==> src/rtl/trivium_session_ctrl.sv <==
// Session controller between the UART byte interfaces and the Trivium core.
// It collects a 10-byte key and a 10-byte IV, loads the core, runs the warm-up,
// then encrypts each received byte with 8 keystream bits and hands it to the TX.
// Ports:
//   clk, rst             clock, synchronous active-high reset
//   rx_data/rx_valid     byte strobe from the UART receiver
//   tx_data/tx_valid     ciphertext byte to the UART transmitter, held until tx_ready
//   tx_ready             transmitter accepts when tx_valid & tx_ready
//   core_key/core_iv     80-bit key/IV to the core, byte n at bits [8n+7:8n]
//   core_init            one-cycle load pulse to the core
//   core_en              core step enable
//   core_z               keystream bit of the current core state
//   state_o              current state (KEY=0 .. SEND=6)
//   overrun              sticky flag: a byte arrived while busy and was dropped
module trivium_session_ctrl #(
  parameter int unsigned WARMUP = 1152
) (
  input  logic        clk,
  input  logic        rst,
  input  logic [7:0]  rx_data,
  input  logic        rx_valid,
  output logic [7:0]  tx_data,
  output logic        tx_valid,
  input  logic        tx_ready,
  output logic [79:0] core_key,
  output logic [79:0] core_iv,
  output logic        core_init,
  output logic        core_en,
  input  logic        core_z,
  output logic [2:0]  state_o,
  output logic        overrun
);

  localparam int unsigned NBYTES = 10;
  localparam int unsigned CNT_W  = 4;
  localparam int unsigned WARM_W = (WARMUP > 1) ? $clog2(WARMUP) : 1;

  typedef enum logic [2:0] {
    S_KEY  = 3'd0,
    S_IV   = 3'd1,
    S_INIT = 3'd2,
    S_WARM = 3'd3,
    S_RUN  = 3'd4,
    S_GEN  = 3'd5,
    S_SEND = 3'd6
  } state_e;

  state_e             state_q;
  logic [CNT_W-1:0]   cnt_q;
  logic [WARM_W-1:0]  wcnt_q;
  logic [2:0]         bit_q;
  logic [7:0]         pt_q;
  logic [7:0]         ct_q;
  logic [7:0]         ct_d;
  logic [79:0]        key_q;
  logic [79:0]        iv_q;
  logic               init_q;
  logic               en_q;
  logic               txv_q;
  logic [7:0]         txd_q;
  logic               ovr_q;

  // Ciphertext with the current step's keystream bit folded into position bit_q.
  always_comb begin
    ct_d        = ct_q;
    ct_d[bit_q] = pt_q[bit_q] ^ core_z;
  end

  // Session FSM; every output is a register updated here.
  always_ff @(posedge clk) begin
    if (rst) begin
      state_q <= S_KEY;
      cnt_q   <= '0;
      wcnt_q  <= '0;
      bit_q   <= '0;
      pt_q    <= '0;
      ct_q    <= '0;
      key_q   <= '0;
      iv_q    <= '0;
      init_q  <= 1'b0;
      en_q    <= 1'b0;
      txv_q   <= 1'b0;
      txd_q   <= '0;
      ovr_q   <= 1'b0;
    end else begin
      init_q <= 1'b0;
      case (state_q)
        S_KEY: begin
          if (rx_valid) begin
            key_q[{cnt_q, 3'b000} +: 8] <= rx_data;
            if (cnt_q == CNT_W'(NBYTES - 1)) begin
              cnt_q   <= '0;
              state_q <= S_IV;
            end else begin
              cnt_q <= cnt_q + CNT_W'(1);
            end
          end
        end
        S_IV: begin
          if (rx_valid) begin
            iv_q[{cnt_q, 3'b000} +: 8] <= rx_data;
            if (cnt_q == CNT_W'(NBYTES - 1)) begin
              cnt_q   <= '0;
              init_q  <= 1'b1;
              state_q <= S_INIT;
            end else begin
              cnt_q <= cnt_q + CNT_W'(1);
            end
          end
        end
        S_INIT: begin
          // Enable rises the cycle after the load pulse so the two never overlap.
          en_q    <= 1'b1;
          wcnt_q  <= '0;
          state_q <= S_WARM;
          if (rx_valid) ovr_q <= 1'b1;
        end
        S_WARM: begin
          if (wcnt_q == WARM_W'(WARMUP - 1)) begin
            en_q    <= 1'b0;
            state_q <= S_RUN;
          end else begin
            wcnt_q <= wcnt_q + WARM_W'(1);
          end
          if (rx_valid) ovr_q <= 1'b1;
        end
        S_RUN: begin
          if (rx_valid) begin
            pt_q    <= rx_data;
            ct_q    <= '0;
            bit_q   <= '0;
            en_q    <= 1'b1;
            state_q <= S_GEN;
          end
        end
        S_GEN: begin
          ct_q <= ct_d;
          if (bit_q == 3'd7) begin
            en_q    <= 1'b0;
            txv_q   <= 1'b1;
            txd_q   <= ct_d;
            state_q <= S_SEND;
          end else begin
            bit_q <= bit_q + 3'd1;
          end
          if (rx_valid) ovr_q <= 1'b1;
        end
        S_SEND: begin
          if (tx_ready) begin
            txv_q   <= 1'b0;
            state_q <= S_RUN;
          end
          // A byte arriving on the transfer cycle itself is still dropped.
          if (rx_valid) ovr_q <= 1'b1;
        end
        default: state_q <= S_KEY;
      endcase
    end
  end

  assign tx_data   = txd_q;
  assign tx_valid  = txv_q;
  assign core_key  = key_q;
  assign core_iv   = iv_q;
  assign core_init = init_q;
  assign core_en   = en_q;
  assign state_o   = state_q;
  assign overrun   = ovr_q;

endmodule

==> config.mk <==
export PLATFORM = sky130hd
export DESIGN_NAME = trivium_session_ctrl
export DESIGN_NICKNAME = d
export VERILOG_FILES = /design/src/rtl/trivium_session_ctrl.sv
export SDC_FILE = /design/constraint.sdc
export NUM_CORES = 1
export LEC_CHECK = 0
export CORE_UTILIZATION = 50
export CTS_BUF_LIST = sky130_fd_sc_hd__clkbuf_4 sky130_fd_sc_hd__clkbuf_8
export CTS_CLUSTER_SIZE = 30
export DETAILED_ROUTE_END_ITERATION = 16
export PLACE_DENSITY = 0.89
export SYNTH_ARGS = -nofsm -noshare
export SYNTH_HDL_FRONTEND = slang
export SYNTH_SLANG_ARGS = --single-unit
==> constraint.sdc <==
create_clock -name clk -period 3.65 [get_ports clk]
set_input_delay 0.73 -clock clk [delete_from_list [all_inputs] [get_ports clk]]
set_output_delay 0.73 -clock clk [all_outputs]
set_load 0.03 [all_outputs]
## After elaboration in Yosys (flattened, before gate mapping)

Index checks and enable logic that the tools add are counted.

- Add/sub/neg operators: 4
- Multiplexer cells: 32
- Equality and inequality tests: 19
- Bitwise operators: 3
- Reductions and logical operators: 21
- Magnitude comparators: 2
- Shift-type cells: 2

Operator list:

| cell | count |
|---|---|
| $bwmux W80 | 2 |
| $shift A8 B9 Y80 const A | 1 |
| $shiftx A8 B9 Y80 | 1 |
| $mux W3 | 10 |
| $pmux W11 S2 | 1 |
| $pmux W3 S7 | 1 |
| $ne A2 B2 Y1 const B | 10 |
| $pmux W8 S2 | 1 |
| $reduce_and A2 Y1 | 8 |
| $eq A3 B3 Y1 const B | 4 |
| $add A11 B1 Y11 const B | 1 |
| $eq A11 B11 Y1 const B | 1 |
| $mux W11 | 1 |
| $neg A7 Y9 | 1 |
| $bwmux W8 | 1 |
| $mux W1 | 8 |
| $mux W8 | 1 |
| $reduce_and A8 Y1 | 1 |
| $eq A3 B2 Y1 const B | 2 |
| $pmux W3 S2 | 1 |
| $reduce_and A3 Y1 | 2 |
| $reduce_bool A2 Y1 | 3 |
| $add A4 B1 Y4 const B | 1 |
| $eq A4 B4 Y1 const B | 1 |
| other kinds (18) | 19 |

- Output and inout port bits: 175
- Logic and storage cells: 96
- Bits in registers: 209
- Bits of input ports: 13

## Logic depth before layout (Yosys ltp)

Gate-level depths: netlist of run 1.

- Depth after elaboration: 6
- Gate-level depth with buffers: 10
- Mapped depth without buffers: 7

## Worst setup path before layout of run 1

Ideal clock, no wire load.

- Path type: reg-to-reg
- Start: register cnt_q[0]
- End: register key_q[16], in the netlist core_key[16]
- Arrival time: 2.522 ns
- Cell stages (with the launch flop): 10
- Slack: 1.001 ns
- Setup time: 0.128 ns
- Data required time: 3.522 ns
- Buffers on the path: 2
- Period minus slack after synthesis: 2.649 ns
- Cell sequence: dfxtp_1 -> inv_1 -> ha_1 -> clkbuf_1 -> or4_4 -> and2_4 -> buf_12 -> nor4_4 -> mux2i_1 -> nor2_1

- Cells in the longest elaborated chain, start to end: 3
- Elaborated cells on any way between the ends: 4
- Classes of those cells: add/sub: 1; shift: 2; mux: 1

RTL lines:

| what | line | source |
|---|---|---|
| start: declaration | 49 | `logic [CNT_W-1:0] cnt_q;` |
| start signal: assignment | 95 | `cnt_q <= cnt_q + CNT_W'(1);` |
| start signal: assignment | 107 | `cnt_q <= cnt_q + CNT_W'(1);` |
| $neg A7 Y9 (*) | 90 | `key_q[{cnt_q, 3'b000} +: 8] <= rx_data;` |
| $shiftx A8 B9 Y80 or $shift A8 B9 Y80 (tied branches) | 90 |  |
| $bwmux W80 (*) | 90 |  |
| end signal: indexed assignment | 90 |  |
| end: declaration | 55 | `logic [79:0] key_q;` |

Mark *: on every way between the ends. The rest lies on a longest branch, timed or not.
A chain may end at the register's enable or synchronous reset.

## Worst setup path in the final report of run 1

- Start: register cnt_q[0]
- End: register key_q[19], in the netlist core_key[19]

Same word-level chain as after synthesis.

==> qor.csv, run 1 <==
metric,value,unit
layout cells sized above 1,9.29,%
# nets final,1098,
first-pass GRT wire length,37300,µm
terminus of the critical flop-to-flop path,core_key[19],
nature of the critical path startpoint,register,
"Setup Fix Bufs, Post-CTS",0,
R2R setup slack,0.49,ns
n_diodes,0,
Post-Synthesis Cells,887,
Final Non-Filler Cells,1318,
leakage,4.43,nW
Worst-Margin Slew,0.878,ns
crit path to,core_key[19],
drt initial violations,421,
Cell Pwr Density,421,nW/µm²
grt ovf,0,
Site Rows,47,
port bufs,187,
synth warn,0,
post-place setup slack,0.405,ns
status,"finished, final reports clean",
Worst EP required,4.02,ns
# DRC,0,
P_int,3.70,mW
Setup crit start,cnt_q[0],
later-pin clock latency in the skew report,0.53,ns
post-synthesis sequential area ratio,48.6,%
Compound-Gate Fraction of Synth Area,5.16,%
R2R depth,7,
routed length per instance,17.9,µm
I/O pin total,188,
P_sw,1.11,mW
XOR/XNOR Fraction of Synth Area,1.12,%
largest net degree at the start of global routing,115,
Clock Skews,0.0233,ns
Placer Congestion,0.839,
final worst slack,0.492,ns
clock buffer depth,3,
area of the core,16700,µm²
Post-synth ARST share,0,%
Die Wd,133,µm
fmax,317,MHz
final worst path period need,3.16,ns
"Net Count, Synth",909,
Fin Setup TNS,0,ns
Post-CTS Hold Fix Bufs,0,
final core occ,68.5,%
initial core utilization,51.6,%
mux cell area share after synthesis,20.4,%
sequential power share,47.9,%
max_cap viols,0,
Slew HR,41.3,%
combinational power share,5.4,%
clk sinks,209,
CTS tree,yes,
"Avg Cell Area, Syn",9.71,µm²
Synth Area in Simple Gates,20.4,%
root buf cell,clkbuf_8,
DR vias/cell,5.39,
hold slack final,0.458,ns
Via Count,7103,
Num CTS Buffers,36,
area grow syn2layout,32.9,%
area taken by multi-input logic gates,4160,µm²
Cells after DPL,1258,
clock-pin slew on the worst setup and hold paths,0.06,ns
Unique masters post-synth,57,
router iterations before antenna repair,5,
Net Sw Frac,23.2,%
unrepaired setup endpoints after global routing,false,
Setup crit end kind,register,
Final Hold Fails,0,
flop and latch count out of synthesis,209,
ANT nets after route,0,
WP data arrival,3.53,ns
vias in the first global route,6957,
clock network power share,46.7,%
RR Startpoint,cnt_q[0],
H-tree depth,2,
Post-Synth Adder-Cell Area,1.31,%
"Slew Viols, Final",0,
post-CTS resize count,0,
Final setup violation count,0,
FF/Latch Area,4180,µm²
main combinational cell family by area after synthesis,simple AND/OR/NAND/NOR gates,
Die H,133,µm
Die ar.,17800,µm²
predominant post-synthesis flop cell,dfxtp_1,
initial antenna violation count,0,
"Period Utilization, post-route",86.5,%
dpl hpwl,15600,µm
Crit Path Category,reg2reg,
Post-synth EDFFs,0,
Routed Wire Length,23600,µm
maximum vdd drop,0.335,mV
"Cell Area, Synth",8610,µm²
Hold Crit Class,reg2reg,
Layout fillers,1267,
worst-path maximum fanout,18,
GRT Resource Usage Total,26.4,%
-- power groups by stage --
| stage | clock network (mW) | registers (mW) | logic [mW] |
|---|---|---|---|
| 6_report | 2.25 | 2.31 | 0.262 |
| 2_1_floorplan | 0 | 2.37 | 0.153 |
| 5_1_grt | 2.38 | 2.31 | 0.279 |
| 3_3_place_gp | 0 | 2.35 | 0.253 |
| 3_5_place_dp | 0 | 2.35 | 0.256 |
| 4_1_cts | 2.28 | 2.30 | 0.259 |
-- worst max-delay path, cell delays in order, from the launching register on --
cell and delay, ns:
dfxtp_1 0.67, inv_1 0.22, ha_1 0.38, or4_4 0.45, and2_4 0.25, nor4_4 0.71, mux2i_1 0.26, nor2_1 0.06
-- routing by layer --
layer / wire length (µm) / up-vias / GRT usage (%)
met5: 0 / - / 0
met4: 787 / 0 / 11.4
met3: 1920 / 56 / 9.02
met2: 10800 / 256 / 41.7
met1: 10000 / 3370 / 32.8
li1: - / 3421 / -
-- per-stage QoR --
step / power (mW) / area, µm²
detailed placement: 2.61 / 10700
finish: 4.81 / 11400
floorplan: 2.52 / 8610
global placement: 2.61 / 10700
global route: 4.97 / 11400
CTS: 4.84 / 11400
-- cell usage after synthesis, drive strengths merged, types with 5 or more instances --
library cell	instances	area (µm²)
ha	9	113
nand4	7	43.8
a211oi	9	80.1
a21oi	32	160
nor2	180	676
inv	11	41.3
clkbuf	47	176
nand2	43	161
and2	14	91.3
dfxtp	209	4180
o21ai	5	25.0
buf	5	46.3
mux2i	172	1720
xor2	7	61.3
nand3	24	120
nand2b	26	163
nor3	17	173
o32ai	6	52.6
and3	10	62.6
nor2b	8	50.1
-- flip-flops by register name, indices dropped and copies added (netlist names) --
name       cells
core_iv       80
overrun        1
state_o        3
bit_q          3
ct_q           8
core_key      80
tx_valid       1
core_init      1
pt_q           8
core_en        1
wcnt_q        11
cnt_q          4
tx_data        8
-- kinds of logic (layout without fill, tap and decap cells) --
logic type	after synthesis	after routing
compound gates	68	68
xor+xnor	11	11
fa+ha+maj	9	9
buf+inv	63	274
flops	209	209
mux	174	174
simple gates	353	353
-- layout by cell type, fill, tap and decap left out, drive strengths merged, types with 2 or more instances in the layout --
master / count
xor2: 7
o21ai: 5
and3: 10
nor4: 2
inv: 12
o32ai: 6
clkdlybuf4s50: 186
nand3b: 3
a32oi: 2
nand4: 7
and2: 14
nor4b: 2
o31ai: 3
a21oi: 32
nor3b: 2
nand2: 43
buf: 17
or3b: 2
or4: 2
mux2i: 172
clkbuf: 56
nand2b: 26
nor2: 180
a21o: 2
dfxtp: 209
and4: 2
a211oi: 9
xnor2: 4
ha: 9
nand3: 24
nor3: 17
a22oi: 3
or3: 4
nor2b: 8
-- layout make-up --
| type | count | share of cell area (%) |
|---|---|---|
| Sequential cell | 209 | 36.6 |
| Inverter | 11 | 0.361 |
| Clock buffer | 56 | 6.30 |
| Tap cell | 220 | 2.41 |
| Timing Repair Buffer | 203 | 17.5 |
| Clock inverter | 4 | 0.448 |
| Multi-Input combinational cell | 615 | 36.4 |
-- how the worst min path moves through the flow --
stage | startpoint | endpoint | slack [ns] | cells past startpoint
6_report | pt_q[5] | pt_q[5] | 0.46 | 2
5_1_grt | core_key[9] | core_key[9] | 0.49 | 2
4_1_cts | pt_q[5] | pt_q[5] | 0.46 | 2
3_5_place_dp | pt_q[5] | pt_q[5] | 0.45 | 2
3_3_place_gp | pt_q[1] | pt_q[1] | 0.44 | 2
2_1_floorplan | pt_q[0] | pt_q[0] | 0.44 | 2
(Power assumes the default switching activity.)
==> run 2: changes to the inputs <==
--- a/config.mk
+++ b/config.mk
@@ -5,6 +5,7 @@
 export SDC_FILE = /design/constraint.sdc
 export NUM_CORES = 1
 export LEC_CHECK = 0
+export CORE_MARGIN = 5
 export CORE_UTILIZATION = 50
 export CTS_BUF_LIST = sky130_fd_sc_hd__clkbuf_4 sky130_fd_sc_hd__clkbuf_8
 export CTS_CLUSTER_SIZE = 30
==> run 2 against run 1 <==
Utilization decreased by 2.5 points. Flip-flop and latch count is the same. Die area is 12% higher. Critical endpoint is now core_key[22]. Sequential share of layout area rose by 0.48 points. Hold slack got worse by 0.0016 ns. Combinational power is essentially flat. Cell count fell by 0.46%. Total power is 5.7% lower. Non-clock buffer count is 5 lower. Clock skew down 0.012 ns. Sequential power barely moved.
==> qor.csv, run 2 (same netlist as run 1, synthesis figures left out) <==
metric,value,unit,change
Worst EP required,4.01,ns,was 4.02 ns
first-pass GRT wire length,38300,µm,was 37300 µm
final worst path period need,2.82,ns,was 3.16 ns
RR Startpoint,cnt_q[1],,was cnt_q[0]
"most common cell after layout, fill and taps aside",dfxtp_1,,unchanged
grt ovf,0,,unchanged
largest net degree at the start of global routing,121,,was 115
routed length per instance,18.0,µm,was 17.9 µm
post-route cell area,11300,µm²,was 11400 µm²
vias in the first global route,7144,,was 6957
n_diodes,0,,unchanged
P_int,3.49,mW,was 3.70 mW
Die H,141,µm,was 133 µm
Layout fillers,1371,,was 1267
H-tree depth,2,,unchanged
status,"finished, final reports clean",,unchanged
Post-CTS Hold Fix Bufs,0,,unchanged
area of the core,17100,µm²,was 16700 µm²
R2R setup slack,0.83,ns,was 0.49 ns
drt initial violations,363,,was 421
unrepaired setup endpoints after global routing,false,,unchanged
port bufs,187,,unchanged
area taken by multi-input logic gates,4160,µm²,unchanged
Crit Path Category,reg2reg,,unchanged
Top delay family on crit path,simple AND/OR/NAND/NOR gates,,unchanged
crit path max-delay cell type,nor4_4,,unchanged
hold path startpoint,pt_q[3],,was pt_q[5]
max_cap viols,0,,unchanged
nature of the critical path startpoint,register,,unchanged
terminus of the critical flop-to-flop path,core_key[22],,was core_key[19]
cell breakdown of the critical path,"inv_1, ha_1, or4_4, and2_4, nor4_4, mux2i_1, nor2_1",,unchanged
hold path depth,2,,unchanged
post-place setup slack,0.413,ns,was 0.405 ns
maximum vdd drop,0.311,mV,was 0.335 mV
ANT nets after route,0,,unchanged
clock buffer depth,3,,unchanged
later-pin clock latency in the skew report,0.51,ns,was 0.53 ns
Clock Skews,0.0112,ns,was 0.0233 ns
Buf/Inv on CP,1,,unchanged
fmax,354,MHz,was 317 MHz
Final setup violation count,0,,unchanged
router iterations before antenna repair,4,,was 5
Site Rows,48,,was 47
post-CTS resize count,0,,unchanged
final core occ,66.0,%,was 68.5%
DR vias/cell,5.37,,was 5.39
final worst slack,0.827,ns,was 0.492 ns
Final Hold Fails,0,,unchanged
CTS tree,yes,,unchanged
Slew HR,41.1,%,was 41.3%
Hold EP,pt_q[3],,was pt_q[5]
Fin Setup TNS,0,ns,unchanged
initial antenna violation count,0,,unchanged
Net Sw Frac,23.1,%,was 23.2%
dpl hpwl,16000,µm,was 15600 µm
layout cells sized above 1,8.37,%,was 9.29%
P_sw,1.05,mW,was 1.11 mW
Worst-Margin Slew,0.880,ns,was 0.878 ns
"Period Utilization, post-route",77.3,%,was 86.5%
combinational power share,5.7,%,was 5.4%
clock-pin slew on the worst setup and hold paths,0.06,ns,about the same
Die Wd,141,µm,was 133 µm
Via Count,7042,,was 7103
Routed Wire Length,23600,µm,about the same
Hold Crit Class,reg2reg,,unchanged
I/O pin total,188,,unchanged
"Slew Viols, Final",0,,unchanged
# DRC,0,,unchanged
WP data arrival,3.18,ns,was 3.53 ns
Crit path largest cell delay,0.73,ns,was 0.71 ns
Placer Congestion,0.860,,was 0.839
initial core utilization,50.3,%,was 51.6%
clk sinks,209,,unchanged
area grow syn2layout,31.1,%,was 32.9%
clock network power share,43.6,%,was 46.7%
sequential power share,50.7,%,was 47.9%
Die ar.,19900,µm²,was 17800 µm²
Setup crit start,cnt_q[1],,was cnt_q[0]
Setup crit end kind,register,,unchanged
R2R depth,7,,unchanged
most frequent cells in the layout,"dfxtp_1, clkdlybuf4s50_1, nor2_1",,unchanged
Num CTS Buffers,34,,was 36
"Setup Fix Bufs, Post-CTS",0,,unchanged
GRT Resource Usage Total,23.7,%,was 26.4%
FF/Latch Area,4180,µm²,unchanged
root buf cell,clkbuf_8,,unchanged
Cell Pwr Density,402,nW/µm²,was 421 nW/µm²
worst-path maximum fanout,10,,was 18
leakage,4.35,nW,was 4.43 nW
placed cell area,10600,µm²,was 10700 µm²
# nets final,1091,,was 1098
hold slack final,0.456,ns,was 0.458 ns
-- run 2: cell count changes in the layout (fill, tap and decap cells not counted) --
cell / delta
clkinv_2: -1
clkbuf_8: -8
clkbuf_4: +5
inv_6: -1
bufinv_16: -1
buf_4: -5
-- run 2: tightest hold or removal path: stages, from the launching register on --
cell and delay [ns]:
dfxtp_1 0.31, nand2_1 0.05, a21oi_1 0.05
-- run 2: power by group through the flow --
stage	Sequential [mW]	Combinational (mW)	Clock [mW]
2_1_floorplan	2.37	0.153	0
3_3_place_gp	2.35	0.253	0
3_5_place_dp	2.35	0.256	0
4_1_cts	2.30	0.258	2.03
5_1_grt	2.30	0.278	2.14
6_report	2.30	0.259	1.98
-- run 2: cell type report --
class,count,share of cell area [%]
sequential,209,37.0
clock buffer,53,5.74
inverter,11,0.366
clock inverter,1,0.0665
multi-input combinational,615,36.9
tap,225,2.49
timing repair buffer,198,17.4
-- run 2: stage by stage --
step	total power [mW]	std cells
floorplan	2.52	887
global placement	2.60	1258
detailed placement	2.61	1258
CTS	4.59	1312
global route	4.71	1312
finish	4.54	1312
-- run 2: routing by layer --
metal  track usage, %  vias to the layer above  share of wire, %
li1                 -                     3411                 -
met1             29.3                     3346                42
met2             38.3                      232                48
met3             7.87                       53               7.6
met4             8.98                        0               3.2
met5                0                        -                 0
-- run 2: how the worst max path moves through the flow --
stage	depth (start not counted)	slack, ns	endpoint
after floorplan	9	1.00	core_key[16]
after global placement	6	0.56	core_key[39]
after detailed placement	6	0.41	core_key[38]
after CTS	7	0.80	core_key[23]
after global routing	7	0.61	core_key[18]
final	7	0.83	core_key[22]
